$ cat src/rtl/maze_pkg.sv
// maze_pkg: shared definitions for the maze display path.
//   - default maze dimensions and the bitmap cell encoding
//   - RRRGGGBB colour constants
//   - 640x480@60 VGA timing constants (counter positions, sync ends inclusive)
//   - vga_decode_t: per-position decode bundle passed from the timing
//     generator to the renderer
//   - in_span(): inclusive range test on counter values
package maze_pkg;

    localparam int MAZE_W_DEF = 16;
    localparam int MAZE_H_DEF = 16;

    // Width of the h/v pixel counters; all window arithmetic uses this width.
    localparam int CNT_W = 10;
    localparam logic [CNT_W-1:0] CNT_ONE = 10'd1;

    // Bitmap cell encoding.
    localparam logic CELL_PATH = 1'b1;
    localparam logic CELL_WALL = 1'b0;

    // Colours, RRRGGGBB.
    localparam logic [7:0] COL_BLANK  = 8'h00;
    localparam logic [7:0] COL_BORDER = 8'h03;
    localparam logic [7:0] COL_PATH   = 8'hFF;
    localparam logic [7:0] COL_WALL   = 8'h00;
    localparam logic [7:0] COL_CURSOR = 8'hE0;
    localparam logic [7:0] COL_GRID   = 8'h92;

    // VGA 640x480@60 timing, in pixel ticks / lines.
    localparam int H_ACTIVE     = 640;
    localparam int H_SYNC_START = 656;
    localparam int H_SYNC_END   = 751;
    localparam int H_TOTAL      = 800;
    localparam int V_ACTIVE     = 480;
    localparam int V_SYNC_START = 490;
    localparam int V_SYNC_END   = 491;
    localparam int V_TOTAL      = 525;

    // Combinational decode of the current counter position.
    typedef struct packed {
        logic hsync;        // active low
        logic vsync;        // active low
        logic active;       // inside the visible area
        logic frame_start;  // position (0,0)
        logic snap;         // position (0,V_ACTIVE): snapshot point
    } vga_decode_t;

    // Inclusive range test on counter values.
    function automatic logic in_span(input logic [CNT_W-1:0] val,
                                     input logic [CNT_W-1:0] lo,
                                     input logic [CNT_W-1:0] hi);
        return (val >= lo) && (val <= hi);
    endfunction

endpackage

$ cat src/rtl/vga_timing_gen.sv
// vga_timing_gen: horizontal/vertical pixel counters and position decode.
// Counters advance only on pix_en; decode is combinational on the counters,
// the consumer registers it.
// Ports:
//   clk, reset (sync, active high), pix_en (pixel-rate enable)
//   h_cnt, v_cnt : current counter position
//   decode       : raw sync, active area, frame start and snapshot point
module vga_timing_gen
    import maze_pkg::*;
#(
    parameter int H_ACTIVE_CFG     = H_ACTIVE,
    parameter int H_SYNC_START_CFG = H_SYNC_START,
    parameter int H_SYNC_END_CFG   = H_SYNC_END,
    parameter int H_TOTAL_CFG      = H_TOTAL,
    parameter int V_ACTIVE_CFG     = V_ACTIVE,
    parameter int V_SYNC_START_CFG = V_SYNC_START,
    parameter int V_SYNC_END_CFG   = V_SYNC_END,
    parameter int V_TOTAL_CFG      = V_TOTAL
) (
    input  logic             clk,
    input  logic             reset,
    input  logic             pix_en,
    output logic [CNT_W-1:0] h_cnt,
    output logic [CNT_W-1:0] v_cnt,
    output vga_decode_t      decode
);

    localparam logic [CNT_W-1:0] H_LAST   = CNT_W'(H_TOTAL_CFG - 1);
    localparam logic [CNT_W-1:0] V_LAST   = CNT_W'(V_TOTAL_CFG - 1);
    localparam logic [CNT_W-1:0] H_ACT    = CNT_W'(H_ACTIVE_CFG);
    localparam logic [CNT_W-1:0] V_ACT    = CNT_W'(V_ACTIVE_CFG);
    localparam logic [CNT_W-1:0] H_SS     = CNT_W'(H_SYNC_START_CFG);
    localparam logic [CNT_W-1:0] H_SE     = CNT_W'(H_SYNC_END_CFG);
    localparam logic [CNT_W-1:0] V_SS     = CNT_W'(V_SYNC_START_CFG);
    localparam logic [CNT_W-1:0] V_SE     = CNT_W'(V_SYNC_END_CFG);
    localparam logic [CNT_W-1:0] CNT_ZERO = 10'd0;

    logic [CNT_W-1:0] h_cnt_r;
    logic [CNT_W-1:0] v_cnt_r;
    vga_decode_t      decode_s;

    // Pixel/line counters: h wraps at end of line and carries into v.
    always_ff @(posedge clk) begin
        if (reset) begin
            h_cnt_r <= CNT_ZERO;
            v_cnt_r <= CNT_ZERO;
        end else if (pix_en) begin
            if (h_cnt_r == H_LAST) begin
                h_cnt_r <= CNT_ZERO;
                if (v_cnt_r == V_LAST) begin
                    v_cnt_r <= CNT_ZERO;
                end else begin
                    v_cnt_r <= v_cnt_r + CNT_ONE;
                end
            end else begin
                h_cnt_r <= h_cnt_r + CNT_ONE;
            end
        end
    end

    // Position decode for the renderer's output registers.
    always_comb begin
        decode_s             = '{default: 1'b0};
        decode_s.hsync       = ~in_span(h_cnt_r, H_SS, H_SE);
        decode_s.vsync       = ~in_span(v_cnt_r, V_SS, V_SE);
        decode_s.active      = (h_cnt_r < H_ACT) && (v_cnt_r < V_ACT);
        decode_s.frame_start = (h_cnt_r == CNT_ZERO) && (v_cnt_r == CNT_ZERO);
        decode_s.snap        = (h_cnt_r == CNT_ZERO) && (v_cnt_r == V_ACT);
    end

    assign h_cnt  = h_cnt_r;
    assign v_cnt  = v_cnt_r;
    assign decode = decode_s;

endmodule

$ cat src/rtl/maze_vga_renderer.sv
// maze_vga_renderer: draws the carver's maze bitmap and a player cursor on a
// 640x480@60 VGA raster. Maze, cursor and finish flag are snapshotted once per
// frame at the start of vertical blanking so updates never tear the picture.
// Optional build macro: MAZE_GRID_LINES_EN draws grid lines on the first
// pixel row/column of each cell (cursor still drawn on top).
// Ports:
//   clk, reset (sync, active high), pix_en (25 MHz pixel enable)
//   maze_data[MAZE_W*MAZE_H] (bit x+MAZE_W*y, 1 = path), maze_finish,
//   cursor_x/cursor_y (cell coordinates)
//   hsync, vsync (active low), video_on, rgb (RRRGGGBB), frame_start (one clk
//   at pixel (0,0)), snapshot_valid (snapshot taken with maze_finish = 1)
// All outputs are registered and lag the counters by one pixel tick.
module maze_vga_renderer
    import maze_pkg::*;
#(
    parameter int MAZE_W           = MAZE_W_DEF,
    parameter int MAZE_H           = MAZE_H_DEF,
    parameter int CELL_PX          = 16,
    parameter int ORIGIN_X         = 192,
    parameter int ORIGIN_Y         = 112,
    parameter int H_ACTIVE_CFG     = H_ACTIVE,
    parameter int H_SYNC_START_CFG = H_SYNC_START,
    parameter int H_SYNC_END_CFG   = H_SYNC_END,
    parameter int H_TOTAL_CFG      = H_TOTAL,
    parameter int V_ACTIVE_CFG     = V_ACTIVE,
    parameter int V_SYNC_START_CFG = V_SYNC_START,
    parameter int V_SYNC_END_CFG   = V_SYNC_END,
    parameter int V_TOTAL_CFG      = V_TOTAL
) (
    input  logic                     clk,
    input  logic                     reset,
    input  logic                     pix_en,
    input  logic [MAZE_W*MAZE_H-1:0] maze_data,
    input  logic                     maze_finish,
    input  logic [3:0]               cursor_x,
    input  logic [3:0]               cursor_y,
    output logic                     hsync,
    output logic                     vsync,
    output logic                     video_on,
    output logic [7:0]               rgb,
    output logic                     frame_start,
    output logic                     snapshot_valid
);

    localparam int CELL_SH  = $clog2(CELL_PX);
    localparam int IDX_W    = $clog2(MAZE_W * MAZE_H);
    localparam int WIN_X_LO_I = ORIGIN_X;
    localparam int WIN_X_HI_I = ORIGIN_X + MAZE_W * CELL_PX;
    localparam int WIN_Y_LO_I = ORIGIN_Y;
    localparam int WIN_Y_HI_I = ORIGIN_Y + MAZE_H * CELL_PX;
    localparam int CELL_MASK_I = CELL_PX - 1;
    // One extra bit so a window ending exactly at 2**CNT_W still compares right.
    localparam logic [CNT_W:0]   WIN_X_LO  = WIN_X_LO_I[CNT_W:0];
    localparam logic [CNT_W:0]   WIN_X_HI  = WIN_X_HI_I[CNT_W:0];
    localparam logic [CNT_W:0]   WIN_Y_LO  = WIN_Y_LO_I[CNT_W:0];
    localparam logic [CNT_W:0]   WIN_Y_HI  = WIN_Y_HI_I[CNT_W:0];
    localparam logic [CNT_W-1:0] CELL_MASK = CELL_MASK_I[CNT_W-1:0];

    logic [CNT_W-1:0]         h_cnt_s;
    logic [CNT_W-1:0]         v_cnt_s;
    vga_decode_t              decode_s;

    logic [MAZE_W*MAZE_H-1:0] maze_snap_r;
    logic [3:0]               cur_x_r;
    logic [3:0]               cur_y_r;
    logic                     snap_valid_r;

    logic                     in_win_s;
    logic [CNT_W-1:0]         dx_s;
    logic [CNT_W-1:0]         dy_s;
    logic [CNT_W-1:0]         cx_s;
    logic [CNT_W-1:0]         cy_s;
    logic [IDX_W-1:0]         cell_idx_s;
    logic                     cursor_hit_s;
    logic                     path_bit_s;
`ifdef MAZE_GRID_LINES_EN
    logic                     grid_hit_s;
`endif
    logic [7:0]               pix_colour_s;

    logic                     hsync_r;
    logic                     vsync_r;
    logic                     video_on_r;
    logic [7:0]               rgb_r;
    logic                     frame_start_r;

    vga_timing_gen #(
        .H_ACTIVE_CFG     (H_ACTIVE_CFG),
        .H_SYNC_START_CFG (H_SYNC_START_CFG),
        .H_SYNC_END_CFG   (H_SYNC_END_CFG),
        .H_TOTAL_CFG      (H_TOTAL_CFG),
        .V_ACTIVE_CFG     (V_ACTIVE_CFG),
        .V_SYNC_START_CFG (V_SYNC_START_CFG),
        .V_SYNC_END_CFG   (V_SYNC_END_CFG),
        .V_TOTAL_CFG      (V_TOTAL_CFG)
    ) u_timing (
        .clk    (clk),
        .reset  (reset),
        .pix_en (pix_en),
        .h_cnt  (h_cnt_s),
        .v_cnt  (v_cnt_s),
        .decode (decode_s)
    );

    // Once-per-frame snapshot of maze, cursor and finish flag at vblank start.
    always_ff @(posedge clk) begin
        if (reset) begin
            maze_snap_r  <= {(MAZE_W*MAZE_H){CELL_WALL}};
            cur_x_r      <= 4'd0;
            cur_y_r      <= 4'd0;
            snap_valid_r <= 1'b0;
        end else if (pix_en && decode_s.snap) begin
            maze_snap_r  <= maze_data;
            cur_x_r      <= cursor_x;
            cur_y_r      <= cursor_y;
            snap_valid_r <= maze_finish;
        end
    end

    // Window membership and cell coordinates. The subtraction may wrap when
    // outside the window, but its result is only consumed when in_win_s is set.
    always_comb begin
        in_win_s     = ({1'b0, h_cnt_s} >= WIN_X_LO) && ({1'b0, h_cnt_s} < WIN_X_HI) &&
                       ({1'b0, v_cnt_s} >= WIN_Y_LO) && ({1'b0, v_cnt_s} < WIN_Y_HI);
        dx_s         = h_cnt_s - WIN_X_LO[CNT_W-1:0];
        dy_s         = v_cnt_s - WIN_Y_LO[CNT_W-1:0];
        cx_s         = dx_s >> CELL_SH;
        cy_s         = dy_s >> CELL_SH;
        cell_idx_s   = IDX_W'(int'(cy_s) * MAZE_W + int'(cx_s));
        // Cursor values beyond the maze never equal an in-window cell.
        cursor_hit_s = (cx_s == {{(CNT_W-4){1'b0}}, cur_x_r}) &&
                       (cy_s == {{(CNT_W-4){1'b0}}, cur_y_r});
        path_bit_s   = maze_snap_r[cell_idx_s];
    end

`ifdef MAZE_GRID_LINES_EN
    // Grid line on the first pixel column/row of every cell.
    always_comb begin
        grid_hit_s = ((dx_s & CELL_MASK) == {CNT_W{1'b0}}) ||
                     ((dy_s & CELL_MASK) == {CNT_W{1'b0}});
    end
`endif

    // Pixel colour in priority order: blanking, border, cursor, grid, cell.
    always_comb begin
        pix_colour_s = COL_BLANK;
        if (!decode_s.active) begin
            pix_colour_s = COL_BLANK;
        end else if (!in_win_s) begin
            pix_colour_s = COL_BORDER;
        end else if (cursor_hit_s) begin
            pix_colour_s = COL_CURSOR;
`ifdef MAZE_GRID_LINES_EN
        end else if (grid_hit_s) begin
            pix_colour_s = COL_GRID;
`endif
        end else if (path_bit_s == CELL_PATH) begin
            pix_colour_s = COL_PATH;
        end else begin
            pix_colour_s = COL_WALL;
        end
    end

    // Output registers: describe the position held before each pix_en edge.
    always_ff @(posedge clk) begin
        if (reset) begin
            hsync_r       <= 1'b1;
            vsync_r       <= 1'b1;
            video_on_r    <= 1'b0;
            rgb_r         <= COL_BLANK;
            frame_start_r <= 1'b0;
        end else begin
            frame_start_r <= pix_en & decode_s.frame_start;
            if (pix_en) begin
                hsync_r    <= decode_s.hsync;
                vsync_r    <= decode_s.vsync;
                video_on_r <= decode_s.active;
                rgb_r      <= pix_colour_s;
            end
        end
    end

    assign hsync          = hsync_r;
    assign vsync          = vsync_r;
    assign video_on       = video_on_r;
    assign rgb            = rgb_r;
    assign frame_start    = frame_start_r;
    assign snapshot_valid = snap_valid_r;

endmodule

$ cat config.mk
export PLATFORM = sky130hd
export DESIGN_NAME = maze_vga_renderer
export DESIGN_NICKNAME = d
export VERILOG_FILES = /design/src/rtl/maze_pkg.sv /design/src/rtl/vga_timing_gen.sv /design/src/rtl/maze_vga_renderer.sv
export SDC_FILE = /design/constraint.sdc
export NUM_CORES = 1
export LEC_CHECK = 0
export CORE_UTILIZATION = 30
export CTS_BUF_LIST = sky130_fd_sc_hd__clkbuf_4 sky130_fd_sc_hd__clkbuf_8 sky130_fd_sc_hd__clkbuf_16
export DETAILED_ROUTE_END_ITERATION = 6
export MAX_ROUTING_LAYER = met4
export PLACE_DENSITY = 0.64
export SLEW_MARGIN = 25
export SYNTH_ARGS = -nofsm -noshare
export SYNTH_HDL_FRONTEND = slang
export SYNTH_SLANG_ARGS = --single-unit
$ cat constraint.sdc
create_clock -name clk -period 3.8 [get_ports clk]
set_clock_uncertainty 0.05 [all_clocks]
set_input_delay 0.76 -clock clk [delete_from_list [all_inputs] [get_ports clk]]
set_output_delay 0.76 -clock clk [all_outputs]
set_load 0.01 [all_outputs]
==> summary by stage <==
Die
The floorplan die area is 43740 µm². The die is 209.2 µm tall. The floorplan step defined a core boundary enclosing 42130 µm². In this run the count of I/O pins placed on the die edge is approximately 280. Measured along the x axis, the die boundary spans 209.2 µm. The initial utilization of the core area, before any placement, comes to 0.3055. In this run the core area contains 75 standard-cell rows.

Pwr
IR analysis of the VDD net gives a maximum drop of 282.2 µV. Power comes to 0.007032 W. Dividing total power by cell area gives a power density of 405.7 nW/µm².

The leakage dissipation is 5.584 nW.

Setup path
The critical path capture point type is a flop. The slack of the worst reg-to-reg path is 290 ps. The critical path goes through ha_1 -> xor2_1 -> inv_1 -> ha_1 -> inv_1 -> fa_1 -> and3b_1 -> a32o_1 -> a2111oi_0 -> nand3_1 -> nand4_1 -> nor2_1 -> a22o_1. The worst setup path is of the reg2reg kind. STA classifies the critical path startpoint as a flop. The largest single stage delay on the critical path is 550 ps. Of all nets on the critical path, the largest fanout is 9. The data required time at the worst endpoint is 4180 ps. The worst reg2reg path depth is 13. The kind of cell with the highest combined delay along the critical path is adder cells. On the critical path, the stage with the largest delay is an instance of sky130_fd_sc_hd__fa_1.

The startpoint identified for the worst register-to-register timing path is u_timing.h_cnt[7]$_SDFFE_PP0P_. The number of buffers and inverters on the critical path is 2. The endpoint of the most critical register-to-register path is rgb[4]$_SDFFE_PP0P_.

Data arrives at the worst endpoint at 3890 ps.

Timing
The fraction of the cycle the final worst path needs is 0.9250. The total negative setup slack is 0 ps. The final count of negative-setup-slack endpoints is 0. Setup repair after global routing left no endpoint under its margin. The count of final max-slew check failures is 0.

The final hold violation count came to 0. At the pin with the least slew margin, the transition time is between 700 and 800 ps. The post-route minimum period is approximately 3500 ps. The highest achievable clock rate is between 0.2 and 0.3 GHz. The worst pin sits at a relative slew slack of 0.4796.

Synthesis
Yosys instantiated no cell more often than sky130_fd_sc_hd__nand2_1. The number of enable flip-flop cells after synthesis is 0. Of the synthesized area, sequential elements account for 0.4541. When the netlist entered floorplanning its net count stood at 1823.

The synthesis-stage register bit count is 292. Ranked by total cell area, the synthesized netlist is headed by sky130_fd_sc_hd__dfxtp_1 (45%), sky130_fd_sc_hd__nand2_1 (16%), sky130_fd_sc_hd__a21oi_1 (11%). The average cell area after synthesis is about 8.3 µm². The most used flip-flop cell after synthesis is sky130_fd_sc_hd__dfxtp_1. Counting every instance in the synthesized netlist gives about 1.5k. The number of different library cells used by synthesis comes to 51.

The area fraction of the dominant cell type after synthesis is 0.4541. By count the netlist is led by sky130_fd_sc_hd__nand2_1 (561), sky130_fd_sc_hd__dfxtp_1 (292), sky130_fd_sc_hd__a21oi_1 (275). The mapped cell area is about 13000 µm².

The share of async-settable or async-resettable flops after synthesis is 0. Summed over all instances, the cell type with the most area after synthesis is sky130_fd_sc_hd__dfxtp_1. The number of warnings printed during yosys synthesis is 0.

Finish
After the last flow step, the layout net total stands at 2035. At the end of the flow the core is filled with cells to 0.4114. Excluding fillers, the count of instances in the completed layout stands at 2320. The finished cells cover roughly 17000 µm². The layout has 4150 filler cells.

The growth of design area from synthesis to finish is 34.64%. The multi-input combinational cells in the finished layout cover a total of 6412 µm². Across the whole layout, storage elements account for 5854 µm². The share of final-layout standard cells stronger than drive strength 1 is 0.08708.

Clocking
The number of sinks driven by the clock tree is roughly 290. The buffer type at the clock tree root is sky130_fd_sc_hd__clkbuf_16. The number of H-tree levels is 2. The source-to-sink clock delay at the later pin of the worst-skew pair is around 530 ps.

Clock tree synthesis inserted a total of 34 buffers. After clock tree synthesis, the clock-pin slew on the worst setup and hold paths is ~60 ps. The number of buffers on the longest clock path is 3. The count of buffers added by post-CTS timing repair for setup is 0. Hold repair after CTS inserted 0 buffers. In this run, post-CTS repair resized a total of 0 instances. The clock tree from TritonCTS is done.

Drt
Using the TritonRoute via totals, the vias-per-cell ratio works out to approximately 5. The routed length on met1 is approximately 18 mm. The average wire per cell in the routed design is 16.92 µm. The count of nets left with antenna violations once routing finished came out at 0.

The total met2 wirelength after detailed routing is 17.89 mm. The length of routed met3 wiring is 2.568 mm. The final layout contains routed wiring with a total length of 39.26 mm. The total DRC errors in the routed layout is 0. The first detailed-routing pass ran for 6 iterations. The highest metal layer carrying signal wires in the routed design is met4.

The via count is 11.37k. In this run, the number of DRC markers left after iteration 0 of detailed routing was ~760.

Placement
The final weighted congestion of routability-driven global placement is roughly 0.85. The total instance count after detailed placement is 2257. Once placement finished, the instance area stood at 16080 µm². The placed wire-length estimate is 27.23 mm. Input and output buffers added on the ports amount to 280.

Global route
Global routing finished with a remaining overflow of 0. The first global-routing pass estimated 60.71 mm of wire. The number of global-route vias before repair is roughly 11k.

The number of antenna violations at the first check in global routing is 1. The largest net degree at the start of global routing is 137. In the global route stage, overall resource usage came out at 0.1827.

Outcome
The flow ran to the end, and the final reports show no timing, DRC or antenna violations.

Worst hold path
The startpoint identified for the worst hold timing path is maze_snap_r[6]$_SDFFE_PP0P_. The tightest min-delay check is of the reg2reg type. The worst hold path endpoint is maze_snap_r[6]$_SDFFE_PP0P_.

Along the worst hold path, the cell count comes to 2.

Flow run
Across the run, the number of max-cap violations was 0.
[state kept, by name, indices dropped and copies added, names as in the netlist]
register,count
cur_x_r,4
cur_y_r,4
frame_start,1
hsync,1
maze_snap_r,256
rgb,3
snapshot_valid,1
u_timing.h_cnt,10
u_timing.v_cnt,10
video_on,1
vsync,1
[layer usage]
layer / GRT usage / up-vias
met5: - / -
met4: 0.05832 / 0
met3: 0.03141 / 59
met2: 0.2802 / 379
met1: 0.2443 / 5321
li1: - / 5613
[worst max path at each step]
| stage | from | to | slack [ps] | depth (start not counted) |
|---|---|---|---|---|
| floorplan | u_timing.h_cnt[7]$_SDFFE_PP0P_ | rgb[4]$_SDFFE_PP0P_ | 700 | 14 |
| global placement | u_timing.h_cnt[6]$_SDFFE_PP0P_ | rgb[4]$_SDFFE_PP0P_ | 150 | 11 |
| detailed placement | u_timing.h_cnt[6]$_SDFFE_PP0P_ | rgb[1]$_SDFFE_PP0P_ | 140 | 11 |
| CTS | u_timing.h_cnt[6]$_SDFFE_PP0P_ | rgb[1]$_SDFFE_PP0P_ | 120 | 11 |
| global route | u_timing.h_cnt[7]$_SDFFE_PP0P_ | rgb[4]$_SDFFE_PP0P_ | 60 | 13 |
| finish | u_timing.h_cnt[7]$_SDFFE_PP0P_ | rgb[4]$_SDFFE_PP0P_ | 290 | 13 |
[worst min-delay path: stages, from the launching register on]
cell                      delay [ps]
sky130_fd_sc_hd__dfxtp_1         300
sky130_fd_sc_hd__nand2_1          50
sky130_fd_sc_hd__a21oi_1          50
[report_power, final]
part,internal [W],total (W),switching [W]
sequential,0.00306,0.00307,0.00000449
clock,0.00225,0.00358,0.00133
combinational,0.000261,0.000385,0.000124
total,0.00557,0.00703,0.00146
[cell families (layout without fill, tap and decap cells)]
family,count (synthesis),in the layout,synth area share
XOR/XNOR,31,31,0.02167
flip-flops,292,292,0.4541
adder cells (fa/ha/maj),13,13,0.01322
other,0,1,0
buffers and inverters,142,380,0.04957
AO/OA/AOI/OAI,311,311,0.1279
multiplexers,77,77,0.1213
AND/OR/NAND/NOR,676,676,0.2123
[cells in the final DEF (no fill, tap or decap), types with 3 or more instances in the layout]
cell,count
sky130_fd_sc_hd__a31oi_1,6
sky130_fd_sc_hd__mux4_1,4
sky130_fd_sc_hd__clkbuf_16,38
sky130_fd_sc_hd__clkbuf_8,7
sky130_fd_sc_hd__nand2_1,561
sky130_fd_sc_hd__nand2b_1,7
sky130_fd_sc_hd__nand3_1,20
sky130_fd_sc_hd__inv_1,17
sky130_fd_sc_hd__xnor2_1,16
sky130_fd_sc_hd__dfxtp_1,289
sky130_fd_sc_hd__clkinvlp_4,4
sky130_fd_sc_hd__xor2_1,14
sky130_fd_sc_hd__nor2b_1,5
sky130_fd_sc_hd__clkbuf_4,6
sky130_fd_sc_hd__clkinv_2,4
sky130_fd_sc_hd__clkdlybuf4s50_1,279
sky130_fd_sc_hd__bufinv_16,4
sky130_fd_sc_hd__o21ai_0,6
sky130_fd_sc_hd__buf_4,12
sky130_fd_sc_hd__ha_1,11
sky130_fd_sc_hd__a22oi_1,7
sky130_fd_sc_hd__a22o_1,3
sky130_fd_sc_hd__mux4_2,58
sky130_fd_sc_hd__buf_12,9
sky130_fd_sc_hd__mux2i_1,15
sky130_fd_sc_hd__a21oi_1,275
sky130_fd_sc_hd__nor3_1,8
sky130_fd_sc_hd__nand4_1,13
sky130_fd_sc_hd__nor2_1,40
sky130_fd_sc_hd__or3_1,3
[layout make-up]
type	instances	share of cell area
multi-input combinational	1108	0.3700
sequential	292	0.3378
timing repair buffer	301	0.1775
clock buffer	50	0.06222
tap	539	0.03891
clock inverter	12	0.009817
inverter	17	0.003682
antenna	1	0.0001444
[stage by stage]
step / hold slack, ps / worst slack, ps
2_1_floorplan: 381.5 / 697.4
3_3_place_gp: 387.3 / 148.1
3_5_place_dp: 395.3 / 144.4
4_1_cts: 403.2 / 124.9
5_1_grt: 413.9 / 56.03
6_report: 401.2 / 285.2
(Power assumes the default switching activity.)
